File: src/rtl/keypad_scanner.sv
// keypad_scanner: 4x4 matrix keypad scanner with debounce and one-cycle key strobe.
//   clk    : single clock, rising edge
//   reset  : asynchronous active-high reset
//   cols   : column sense lines, active-low, asynchronous to clk
//   rows   : row drives, active-low, exactly one row low at any time
//   s      : hex code of the last accepted key, held until the next one
//   en     : one-cycle strobe marking a new s value
module keypad_scanner #(
  parameter int unsigned SCAN_DIV = 4,
  parameter int unsigned DEBOUNCE = 8
) (
  input  logic       clk,
  input  logic       reset,
  input  logic [3:0] cols,
  output logic [3:0] rows,
  output logic [3:0] s,
  output logic       en
);

  localparam int unsigned DW_W = $clog2(SCAN_DIV);
  localparam int unsigned DB_W = (DEBOUNCE > 1) ? $clog2(DEBOUNCE) : 1;
  localparam logic [DW_W-1:0] DWELL_LAST = DW_W'(SCAN_DIV - 1);
  localparam logic [DB_W-1:0] DB_LAST    = DB_W'(DEBOUNCE - 1);

  typedef enum logic [1:0] {
    ST_SCAN     = 2'd0,
    ST_DEBOUNCE = 2'd1,
    ST_HELD     = 2'd2,
    ST_RELEASE  = 2'd3
  } state_e;

  state_e          state_q, state_d;
  logic [3:0]      sync1_q, csync_q;
  logic [1:0]      ridx_q, ridx_d;
  logic [1:0]      cidx_q, cidx_d;
  logic [DW_W-1:0] dwell_q, dwell_d;
  logic [DB_W-1:0] cnt_q, cnt_d;
  logic [3:0]      rows_q, rows_d;
  logic [3:0]      s_q, s_d;
  logic            en_q, en_d;

  // Row-major key map: row0 = 1 2 3 A, row1 = 4 5 6 B, row2 = 7 8 9 C, row3 = E 0 F D
  function automatic logic [3:0] key_code(input logic [1:0] r, input logic [1:0] c);
    logic [3:0] code;
    case ({r, c})
      4'h0: code = 4'h1;
      4'h1: code = 4'h2;
      4'h2: code = 4'h3;
      4'h3: code = 4'hA;
      4'h4: code = 4'h4;
      4'h5: code = 4'h5;
      4'h6: code = 4'h6;
      4'h7: code = 4'hB;
      4'h8: code = 4'h7;
      4'h9: code = 4'h8;
      4'hA: code = 4'h9;
      4'hB: code = 4'hC;
      4'hC: code = 4'hE;
      4'hD: code = 4'h0;
      4'hE: code = 4'hF;
      default: code = 4'hD;
    endcase
    return code;
  endfunction

  // Lowest-index low column; only called when at least one column is low
  function automatic logic [1:0] lowest_low(input logic [3:0] c);
    logic [1:0] idx;
    if (!c[0])      idx = 2'd0;
    else if (!c[1]) idx = 2'd1;
    else if (!c[2]) idx = 2'd2;
    else            idx = 2'd3;
    return idx;
  endfunction

  // Two-flop column synchronizer; idle (all high) out of reset
  always_ff @(posedge clk or posedge reset) begin
    if (reset) begin
      sync1_q <= 4'hF;
      csync_q <= 4'hF;
    end else begin
      sync1_q <= cols;
      csync_q <= sync1_q;
    end
  end

  // State and datapath registers
  always_ff @(posedge clk or posedge reset) begin
    if (reset) begin
      state_q <= ST_SCAN;
      ridx_q  <= 2'd0;
      cidx_q  <= 2'd0;
      dwell_q <= '0;
      cnt_q   <= '0;
      rows_q  <= 4'b1110;
      s_q     <= 4'h0;
      en_q    <= 1'b0;
    end else begin
      state_q <= state_d;
      ridx_q  <= ridx_d;
      cidx_q  <= cidx_d;
      dwell_q <= dwell_d;
      cnt_q   <= cnt_d;
      rows_q  <= rows_d;
      s_q     <= s_d;
      en_q    <= en_d;
    end
  end

  // Next-state and output logic
  always_comb begin
    state_d = state_q;
    ridx_d  = ridx_q;
    cidx_d  = cidx_q;
    dwell_d = dwell_q;
    cnt_d   = cnt_q;
    s_d     = s_q;
    en_d    = 1'b0;

    case (state_q)
      // Dwell on each row long enough for the synchronizer to see its columns
      ST_SCAN: begin
        if (dwell_q == DWELL_LAST) begin
          dwell_d = '0;
          if (csync_q == 4'hF) begin
            ridx_d = ridx_q + 2'd1;
          end else begin
            cidx_d  = lowest_low(csync_q);
            cnt_d   = '0;
            state_d = ST_DEBOUNCE;
          end
        end else begin
          dwell_d = dwell_q + DW_W'(1);
        end
      end

      // Any high sample on the latched column aborts; the counter never wraps
      ST_DEBOUNCE: begin
        if (csync_q[cidx_q]) begin
          dwell_d = '0;
          state_d = ST_SCAN;
        end else if (cnt_q == DB_LAST) begin
          en_d    = 1'b1;
          s_d     = key_code(ridx_q, cidx_q);
          state_d = ST_HELD;
        end else begin
          cnt_d = cnt_q + DB_W'(1);
        end
      end

      // Only the accepted key's column matters while held
      ST_HELD: begin
        if (csync_q[cidx_q]) begin
          cnt_d   = '0;
          state_d = ST_RELEASE;
        end
      end

      // Resume scanning on the next row so a still-held neighbour is found in order
      ST_RELEASE: begin
        if (!csync_q[cidx_q]) begin
          state_d = ST_HELD;
        end else if (cnt_q == DB_LAST) begin
          ridx_d  = ridx_q + 2'd1;
          dwell_d = '0;
          state_d = ST_SCAN;
        end else begin
          cnt_d = cnt_q + DB_W'(1);
        end
      end

      default: state_d = ST_SCAN;
    endcase

    rows_d = ~(4'b0001 << ridx_d);
  end

  assign rows = rows_q;
  assign s    = s_q;
  assign en   = en_q;

endmodule

File: config.mk
export PLATFORM = sky130hd
export DESIGN_NAME = keypad_scanner
export DESIGN_NICKNAME = d
export VERILOG_FILES = /design/src/rtl/keypad_scanner.sv
export SDC_FILE = /design/constraint.sdc
export NUM_CORES = 1
export LEC_CHECK = 0
export BUFFER_PORTS_ARGS = -buffer_cell sky130_fd_sc_hd__buf_2
export CELL_PAD_IN_SITES_DETAIL_PLACEMENT = 0
export CELL_PAD_IN_SITES_GLOBAL_PLACEMENT = 1
export CORE_ASPECT_RATIO = 2
export CORE_UTILIZATION = 46
export DETAILED_ROUTE_END_ITERATION = 6
export PLACE_DENSITY = 0.87
export REMOVE_ABC_BUFFERS = 1
export SETUP_SLACK_MARGIN = 0.5
export SYNTH_ARGS = -nofsm -noshare
export SYNTH_HDL_FRONTEND = slang
export SYNTH_SLANG_ARGS = --single-unit
export TNS_END_PERCENT = 10
File: constraint.sdc
create_clock -name clk -period 2.25 [get_ports clk]
set_clock_uncertainty 0.05 [all_clocks]
set_input_delay 0.1125 -clock clk [delete_from_list [all_inputs] [get_ports clk]]
set_output_delay 0.1125 -clock clk [all_outputs]
set_load 0.02 [all_outputs]
==> impl_metrics.prom, run 1 <==
# TYPE chip_impl_metric gauge
chip_impl_info{name="outcome",value="complete, no violations"} 1
chip_impl_metric{name="initial_antenna_violation_count",unit=""} 0
chip_impl_metric{name="cts_sinks",unit=""} 28
chip_impl_metric{name="timing_worst_slew_pin_value",unit="ns"} 0.489
chip_impl_metric{name="detailed_place_hpwl",unit="um"} 2050
chip_impl_metric{name="clk-insertion-delay-late",unit="ns"} 0.28
chip_impl_metric{name="seq_total_area_yosys",unit=""} 0.473
chip_impl_metric{name="power_density_cells",unit="nW/um2"} 1130
chip_impl_metric{name="antennaDiodeCount",unit=""} 0
chip_impl_metric{name="yosys_register_bits",unit=""} 28
chip_impl_metric{name="drt_first_iter_violations",unit=""} 49
chip_impl_info{name="worst-setup-path-type",value="reg2reg"} 1
chip_impl_info{name="synth_commonest_cells",value="sky130_fd_sc_hd__dfrtp_1, sky130_fd_sc_hd__ha_1, sky130_fd_sc_hd__inv_1, sky130_fd_sc_hd__dfstp_2, sky130_fd_sc_hd__nand2_1"} 1
chip_impl_metric{name="hold_viol",unit=""} 0
chip_impl_metric{name="n_fill_cell",unit=""} 280
chip_impl_metric{name="die-height",unit="um"} 83.1
chip_impl_metric{name="grt_pass1_wl",unit="um"} 4990
chip_impl_metric{name="track_usage",unit=""} 0.189
chip_impl_metric{name="ant_nets_after_route",unit=""} 0
chip_impl_metric{name="chipWidth",unit="um"} 42.5
chip_impl_metric{name="start_util",unit=""} 0.479
chip_impl_metric{name="mappedNetlistArea",unit="um2"} 1510
chip_impl_metric{name="max_clock_freq",unit="GHz"} 0.530
chip_impl_metric{name="final_layout_size_suffix_gt1_frac",unit=""} 0.350
chip_impl_metric{name="tns",unit="ns"} 0
chip_impl_metric{name="routed-via-count",unit=""} 1114
chip_impl_metric{name="core_region_area",unit="um2"} 3160
chip_impl_metric{name="fin_worst_hold_slack",unit="ns"} 0.311
chip_impl_metric{name="ctsLongestPathBuffers",unit=""} 2
chip_impl_info{name="critPathLaunchType",value="flip-flop"} 1
chip_impl_metric{name="globalRouteOverflowTotal",unit=""} 0
chip_impl_metric{name="power_frac_comb",unit=""} 0.489
chip_impl_metric{name="area_share_of_the_leading_cell_type_in_the_synthesized_netlist",unit=""} 0.281
chip_impl_metric{name="yosysWarnings",unit=""} 0
chip_impl_metric{name="ir_drop",unit="mV"} 0.593
chip_impl_info{name="ys_top_cells_by_area",value="sky130_fd_sc_hd__dfrtp_1, sky130_fd_sc_hd__dfstp_2, sky130_fd_sc_hd__ha_1"} 1
chip_impl_metric{name="synthesis.instances",unit=""} 132
chip_impl_metric{name="timing.max_cap.violations",unit=""} 0
chip_impl_metric{name="post_drt_via_cell_ratio",unit=""} 5.93
chip_impl_metric{name="clk_pin_slew",unit="ns"} 0.09
chip_impl_metric{name="period_minus_slack",unit="ns"} 1.89
chip_impl_metric{name="sw_frac_of_total",unit=""} 0.395
chip_impl_metric{name="p_leak",unit="nW"} 0.813
chip_impl_metric{name="port_buffers",unit=""} 14
chip_impl_metric{name="grt_pass1_vias",unit=""} 1120
chip_impl_info{name="worst_hold_path_type",value="reg2reg"} 1
chip_impl_metric{name="setup-violations-final",unit=""} 0
chip_impl_metric{name="synthDistinctLibCells",unit=""} 38
chip_impl_info{name="crit_path_end_kind",value="flip-flop"} 1
chip_impl_info{name="clockRootBuffer",value="sky130_fd_sc_hd__clkbuf_8"} 1
chip_impl_info{name="yosys.cell_count.top_type",value="sky130_fd_sc_hd__dfrtp_1"} 1
chip_impl_metric{name="drt_wirelength",unit="um"} 2910
chip_impl_metric{name="internal_power",unit="mW"} 1.22
chip_impl_metric{name="maximum_number_of_pins_on_one_net_before_global_route_repair",unit=""} 29
chip_impl_info{name="synth_largest_area_cell",value="sky130_fd_sc_hd__dfrtp_1"} 1
chip_impl_metric{name="path_max_fanout",unit=""} 7
chip_impl_metric{name="ios",unit=""} 15
chip_impl_metric{name="cts-buffers-inserted",unit=""} 3
chip_impl_metric{name="slew_violations",unit=""} 0
chip_impl_metric{name="synth-edff-count",unit=""} 0
chip_impl_metric{name="final_nets",unit=""} 177
chip_impl_metric{name="clock_power_share",unit=""} 0.154
chip_impl_metric{name="wire_per_inst",unit="um"} 15.5
chip_impl_info{name="cts_tree",value="yes"} 1
chip_impl_metric{name="power_switching",unit="mW"} 0.796
chip_impl_metric{name="die_area",unit="um2"} 3530
chip_impl_metric{name="detail_route.drc_violations",unit=""} 0
chip_impl_metric{name="layout-area-overhead-vs-synth",unit="%"} 18.2
chip_impl_info{name="rsz0062_at_grt",value="true"} 1
chip_impl_metric{name="slew_headroom",unit=""} 0.674
chip_impl_metric{name="synth_async_sr_flop_share",unit=""} 1.00
chip_impl_metric{name="drtPass1Iterations",unit=""} 4
chip_impl_metric{name="required_time_at_the_worst_slack_endpoint",unit="ns"} 2.37
chip_impl_metric{name="average_instance_area_after_synthesis",unit="um2"} 11.5
chip_impl_info{name="yosys_most_used_dff",value="sky130_fd_sc_hd__dfrtp_1"} 1
chip_impl_metric{name="placer_s_final_routability_congestion_estimate",unit=""} 0.867
chip_impl_metric{name="fp-row-count",unit=""} 29
chip_impl_metric{name="cts_max_level",unit=""} 1
chip_impl_metric{name="arrival",unit="ns"} 2.01
chip_impl_metric{name="power.sequential.fraction",unit=""} 0.357
chip_impl_metric{name="post-route-period-util",unit=""} 0.839
-- flip-flops by register name (all words and copies together) (netlist names), named ones only --
register,cells
en,1
cidx_q,2
cnt_q,3
csync_q,4
state_q,1
sync1_q,4
s,4
rows,4
ridx_q,2
dwell_q,2
-- power groups by stage --
| stage | logic, mW | registers (mW) | clock network [mW] |
|---|---|---|---|
| finish | 0.986 | 0.718 | 0.310 |
| global route | 1.09 | 0.737 | 0.340 |
| CTS | 0.988 | 0.715 | 0.320 |
| detailed placement | 0.880 | 0.723 | 0 |
| global placement | 0.843 | 0.714 | 0 |
| floorplan | 0.687 | 0.715 | 0 |
-- cell type report --
| cell class | count | area (um2) | share of cell area |
|---|---|---|---|
| Inverter | 13 | 48.8 | 0.0273 |
| Clock buffer | 4 | 55.1 | 0.0308 |
| Tap cell | 31 | 38.8 | 0.0217 |
| Timing Repair Buffer | 24 | 158 | 0.0882 |
| Multi-Input combinational cell | 88 | 769 | 0.431 |
| Sequential cell | 28 | 717 | 0.401 |
-- per-stage QoR --
stage / power (mW) / util / worst slack [ns] / area (um2) / cells
finish: 2.01 / 0.566 / 0.362 / 1790 / 188
global route: 2.17 / 0.566 / 0.298 / 1790 / 188
CTS: 2.02 / 0.563 / 0.351 / 1780 / 187
detailed placement: 1.60 / 0.513 / 0.151 / 1620 / 176
global placement: 1.56 / 0.513 / 0.202 / 1620 / 176
floorplan: 1.40 / - / 0.285 / 1490 / 128
-- critical path, stage by stage (launching register included) --
cell and delay (ns):
sky130_fd_sc_hd__dfrtp_2 0.41, sky130_fd_sc_hd__mux4_2 0.61, sky130_fd_sc_hd__and3_4 0.21, sky130_fd_sc_hd__o211a_1 0.23, sky130_fd_sc_hd__mux2_2 0.26
-- cells by family after synthesis --
family                     after synthesis  synth area share
and+or+nand+nor                         37             0.147
buffers and inverters                   17            0.0472
AOI/OAI and AO/OA                       27             0.140
adders and majority gates               13             0.108
muxes                                   10            0.0853
DFF                                     28             0.473
-- timing repair --
action,4_1_cts,5_1_grt
setup endpoints to repair,17,17
setup buffers,1,1
endpoints found under the hold margin,21,0
pin swaps,2,1
cloned,1,0
gates resized for setup,6,3
hold buffers,5,0
-- layout by cell type (no fill, tap or decap), types with 7 or more instances in the layout --
cell type and n:
sky130_fd_sc_hd__buf_2 14, sky130_fd_sc_hd__dfrtp_1 15, sky130_fd_sc_hd__dfstp_2 11, sky130_fd_sc_hd__ha_1 12
sky130_fd_sc_hd__inv_1 11, sky130_fd_sc_hd__nor2_1 7, sky130_fd_sc_hd__nand2_1 8
-- final timing paths --
kind,from,end,slack (ns),depth (start not counted)
max,cidx_q[0],cnt_q[0],0.36,4
min,sync1_q[0],csync_q[0],0.31,0
max reg2reg,cidx_q[0],cnt_q[0],0.36,4
min reg2reg,sync1_q[0],csync_q[0],0.31,0
max in group asynchronous,reset,rows[1],1.46,4
min in group asynchronous,reset,s[1],0.39,4
-- metal layers --
layer / global-route usage / part of all wire / vias up / wire length, um
met5: 0 / 0 / - / 0
met4: 0.116 / 0.030 / 0 / 86
met3: 0.0261 / 0.025 / 6 / 73
met2: 0.341 / 0.59 / 32 / 1710
met1: 0.192 / 0.36 / 541 / 1040
li1: - / - / 535 / -
(Power assumes the default switching activity.)
==> run 2, diff against run 1 <==
--- a/config.mk
+++ b/config.mk
@@ -5,13 +5,14 @@
 export SDC_FILE = /design/constraint.sdc
 export NUM_CORES = 1
 export LEC_CHECK = 0
+export ABC_AREA = 1
 export BUFFER_PORTS_ARGS = -buffer_cell sky130_fd_sc_hd__buf_2
 export CELL_PAD_IN_SITES_DETAIL_PLACEMENT = 0
 export CELL_PAD_IN_SITES_GLOBAL_PLACEMENT = 1
 export CORE_ASPECT_RATIO = 2
-export CORE_UTILIZATION = 46
+export CORE_UTILIZATION = 39
 export DETAILED_ROUTE_END_ITERATION = 6
-export PLACE_DENSITY = 0.87
+export PLACE_DENSITY = 0.83
 export REMOVE_ABC_BUFFERS = 1
 export SETUP_SLACK_MARGIN = 0.5
 export SYNTH_ARGS = -nofsm -noshare
==> constraint.sdc (replaced) <==
create_clock -name clk -period 1.7 [get_ports clk]
set_clock_uncertainty 0.05 [all_clocks]
set_input_delay 0.085 -clock clk [delete_from_list [all_inputs] [get_ports clk]]
set_output_delay 0.085 -clock clk [all_outputs]
set_load 0.02 [all_outputs]
==> run 2 against run 1 <==
Against the previous run: maximum frequency rose by 24%; wire length rose by 31%; worst hold slack got worse by 0.0013 ns; synthesized cell count rose by 45%; clock-buffer cell count fell by 1; design area rose by 25%; largest power group unchanged; worst setup slack got worse by 0.18 ns; cell count rose by 52%; utilization rose by 0.71 points; sequential share of layout area fell by 7.8 points.
==> impl_metrics.prom, run 2 <==
# TYPE chip_impl_metric gauge
chip_impl_metric{name="clk_pin_slew",unit="ns"} 0.10
chip_impl_metric{name="slew_headroom",unit=""} 0.774
chip_impl_info{name="worst-setup-path-type",value="reg2reg"} 1
chip_impl_info{name="yosys_most_used_dff",value="sky130_fd_sc_hd__dfrtp_1"} 1
chip_impl_metric{name="max_clock_freq",unit="GHz"} 0.658
chip_impl_metric{name="drt_first_iter_violations",unit=""} 38
chip_impl_metric{name="post-route-period-util",unit=""} 0.894
chip_impl_info{name="synth_commonest_cells",value="sky130_fd_sc_hd__nand2_1, sky130_fd_sc_hd__dfrtp_1, sky130_fd_sc_hd__nand3_1"} 1
chip_impl_metric{name="layout-area-overhead-vs-synth",unit="%"} 40.6
chip_impl_metric{name="chipWidth",unit="um"} 47.0
chip_impl_metric{name="synth-compound-area-share",unit=""} 0.0664
chip_impl_metric{name="layout.core_utilization",unit=""} 0.573
chip_impl_metric{name="ios",unit=""} 15
chip_impl_info{name="cts_tree",value="yes"} 1
chip_impl_info{name="worst_hold_path_type",value="reg2reg"} 1
chip_impl_metric{name="met2RoutedLength",unit="um"} 2290
chip_impl_info{name="critPathLaunchType",value="flip-flop"} 1
chip_impl_metric{name="path_max_fanout",unit=""} 2
chip_impl_metric{name="routed-via-count",unit=""} 1428
chip_impl_metric{name="cts_sinks",unit=""} 28
chip_impl_metric{name="post_drt_via_cell_ratio",unit=""} 4.99
chip_impl_metric{name="area_share_of_fa_ha_maj_cells_after_synthesis",unit=""} 0.103
chip_impl_metric{name="wire_per_inst",unit="um"} 13.3
chip_impl_metric{name="initial_antenna_violation_count",unit=""} 0
chip_impl_metric{name="p_leak",unit="nW"} 1.07
chip_impl_metric{name="placer_s_final_routability_congestion_estimate",unit=""} 0.893
chip_impl_metric{name="antennaDiodeCount",unit=""} 0
chip_impl_info{name="timing.critical_path.mode_cell",value="sky130_fd_sc_hd__nand2_2"} 1
chip_impl_metric{name="slew_violations",unit=""} 0
chip_impl_metric{name="n_fill_cell",unit=""} 362
chip_impl_metric{name="start_util",unit=""} 0.408
chip_impl_metric{name="timing.max_cap.violations",unit=""} 0
chip_impl_metric{name="final_nets",unit=""} 255
chip_impl_metric{name="grt_pass1_wl",unit="um"} 6120
chip_impl_metric{name="final_layout_size_suffix_gt1_frac",unit=""} 0.443
chip_impl_metric{name="required_time_at_the_worst_slack_endpoint",unit="ns"} 1.83
chip_impl_metric{name="mappedNetlistArea",unit="um2"} 1580
chip_impl_metric{name="globalRouteOverflowTotal",unit=""} 0
chip_impl_metric{name="arrival",unit="ns"} 1.65
chip_impl_metric{name="synth-edff-count",unit=""} 0
chip_impl_info{name="critical_path.reg2reg.endpoint",value="rows[0]"} 1
chip_impl_metric{name="clk-insertion-delay-late",unit="ns"} 0.28
chip_impl_metric{name="drtPass1Iterations",unit=""} 5
chip_impl_metric{name="core_region_area",unit="um2"} 3880
chip_impl_metric{name="yosysWarnings",unit=""} 0
chip_impl_metric{name="timing.critical_path.slowest_cell_delay",unit="ns"} 0.43
chip_impl_metric{name="synthXorXnorAreaFrac",unit=""} 0.00553
chip_impl_info{name="yosys.cell_count.top_type",value="sky130_fd_sc_hd__nand2_1"} 1
chip_impl_metric{name="timing.reg2reg.worst_path_depth",unit=""} 9
chip_impl_metric{name="detailed_place_hpwl",unit="um"} 2550
chip_impl_info{name="highest_count_cells_in_the_layout_ignoring_fill_and_taps",value="sky130_fd_sc_hd__nand2_1, sky130_fd_sc_hd__buf_4, sky130_fd_sc_hd__buf_2"} 1
chip_impl_info{name="rsz0062_at_grt",value="true"} 1
chip_impl_metric{name="worst_slack",unit="ns"} 0.180
chip_impl_info{name="combinational_family_with_the_most_area_after_synthesis",value="simple AND/OR/NAND/NOR gates"} 1
chip_impl_metric{name="die_area",unit="um2"} 4330
chip_impl_metric{name="drt-met1-wl",unit="um"} 1300
chip_impl_metric{name="detail_route.drc_violations",unit=""} 0
chip_impl_info{name="most_common_cell_after_layout_fill_and_taps_aside",value="sky130_fd_sc_hd__nand2_1"} 1
chip_impl_metric{name="power_density_cells",unit="nW/um2"} 1740
chip_impl_metric{name="yosys.area_share.simple",unit=""} 0.319
chip_impl_metric{name="port_buffers",unit=""} 14
chip_impl_info{name="outcome",value="complete, no violations"} 1
chip_impl_metric{name="finalPower",unit="mW"} 3.87
chip_impl_info{name="synth_largest_area_cell",value="sky130_fd_sc_hd__dfrtp_1"} 1
chip_impl_metric{name="met3RoutedLength",unit="um"} 63
chip_impl_metric{name="ir_drop",unit="mV"} 0.716
chip_impl_info{name="timing.critical_path.from",value="cnt_q[0]"} 1
chip_impl_metric{name="average_instance_area_after_synthesis",unit="um2"} 8.24
chip_impl_metric{name="cts-buffers-inserted",unit=""} 3
chip_impl_metric{name="synthDistinctLibCells",unit=""} 27
chip_impl_metric{name="period_minus_slack",unit="ns"} 1.52
chip_impl_metric{name="track_usage",unit=""} 0.194
chip_impl_metric{name="drt_wirelength",unit="um"} 3810
chip_impl_metric{name="cp_num_cells",unit=""} 9
chip_impl_metric{name="fp-row-count",unit=""} 32
chip_impl_metric{name="muxShareOfSynthArea",unit=""} 0
chip_impl_metric{name="tns",unit="ns"} 0
chip_impl_metric{name="grt_pass1_vias",unit=""} 1429
chip_impl_metric{name="synth_async_sr_flop_share",unit=""} 1.00
chip_impl_info{name="reg2reg_from",value="cnt_q[0]"} 1
chip_impl_info{name="endpoint",value="rows[0]"} 1
chip_impl_metric{name="ctsLongestPathBuffers",unit=""} 2
chip_impl_metric{name="pre_cts_ws",unit="ns"} 0.0570
chip_impl_metric{name="cts_max_level",unit=""} 1
chip_impl_metric{name="fin_worst_hold_slack",unit="ns"} 0.309
chip_impl_metric{name="yosys_register_bits",unit=""} 28
chip_impl_metric{name="synthesis.instances",unit=""} 192
chip_impl_info{name="routed.top_layer",value="met4"} 1
chip_impl_metric{name="worstPathBufferInverterCount",unit=""} 0
chip_impl_metric{name="maximum_number_of_pins_on_one_net_before_global_route_repair",unit=""} 29
chip_impl_metric{name="setup-violations-final",unit=""} 0
chip_impl_metric{name="hold_viol",unit=""} 0
chip_impl_info{name="crit_path_end_kind",value="flip-flop"} 1
chip_impl_metric{name="die-height",unit="um"} 92.1
chip_impl_metric{name="area_share_of_the_leading_cell_type_in_the_synthesized_netlist",unit=""} 0.269
chip_impl_metric{name="regToRegSetupSlack",unit="ns"} 0.18
chip_impl_info{name="critPathTopFamily",value="simple AND/OR/NAND/NOR gates"} 1
chip_impl_metric{name="timing_worst_slew_pin_value",unit="ns"} 0.339
chip_impl_metric{name="seq_total_area_yosys",unit=""} 0.451
chip_impl_info{name="ys_top_cells_by_area",value="sky130_fd_sc_hd__dfrtp_1, sky130_fd_sc_hd__dfstp_2, sky130_fd_sc_hd__nand2_1"} 1
chip_impl_metric{name="ant_nets_after_route",unit=""} 0
chip_impl_info{name="chain_of_cells_forming_the_critical_path",value="ha_4 -> ha_4 -> or2_4 -> nand2_2 -> nand2_2 -> nand3_4 -> nand2_2 -> o21ai_2 -> nand2_1"} 1
chip_impl_info{name="clockRootBuffer",value="sky130_fd_sc_hd__clkbuf_8"} 1
chip_impl_info{name="critical-path-slowest-cell",value="sky130_fd_sc_hd__dfrtp_1"} 1
-- run 2: logic make-up (layout without fill, tap and decap cells) --
group,after synthesis,count (layout)
AO/OA/AOI/OAI,17,17
flip-flops,28,28
adder cells (fa/ha/maj),13,13
XOR/XNOR,1,1
AND/OR/NAND/NOR,112,113
buffers and inverters,21,63
-- run 2: stage by stage --
step	area (um2)	std cells
5_1_grt	2230	286
3_5_place_dp	1770	264
3_3_place_gp	1770	264
2_1_floorplan	1570	190
4_1_cts	2050	283
6_report	2230	286
-- run 2: worst min path at each step --
stage,start,endpoint,slack [ns],depth (start not counted)
after floorplan,cols[0],sync1_q[0],0.04,0
after global placement,reset,cidx_q[0],0.11,3
after detailed placement,reset,cidx_q[1],0.12,3
after CTS,sync1_q[0],csync_q[0],0.31,0
after global routing,sync1_q[1],csync_q[1],0.32,0
final,sync1_q[1],csync_q[1],0.31,0
-- run 2: layout make-up --
| type | instances | area, um2 | area share |
|---|---|---|---|
| clock buffer | 3 | 41.3 | 0.0185 |
| clock inverter | 1 | 30.0 | 0.0135 |
| inverter | 19 | 76.3 | 0.0343 |
| multi-input combinational | 144 | 1010 | 0.455 |
| sequential | 28 | 719 | 0.323 |
| tap | 51 | 63.8 | 0.0287 |
| timing repair buffer | 40 | 282 | 0.126 |
-- run 2: metal layers --
metal,vias to the layer above,track usage
met3,12,0.0177
met5,-,0
li1,702,-
met2,26,0.375
met1,688,0.183
met4,0,0.0881
-- run 2: where the power goes --
part	switching, mW	leakage, nW	internal [mW]
logic	1.34	0.698	0.969
clock network	0.214	0.0357	0.315
registers	0.192	0.334	0.840
total	1.75	1.07	2.12
-- run 2: repair_timing --
item | in CTS | in global routing
gates cloned | 0 | 1
endpoints found under the setup margin | 20 | 20
gates resized for setup | 26 | 33
pin swaps | 9 | 15
hold buffers | 5 | 0
hold endpoints to repair | 21 | 0
buffers inserted | 10 | 2
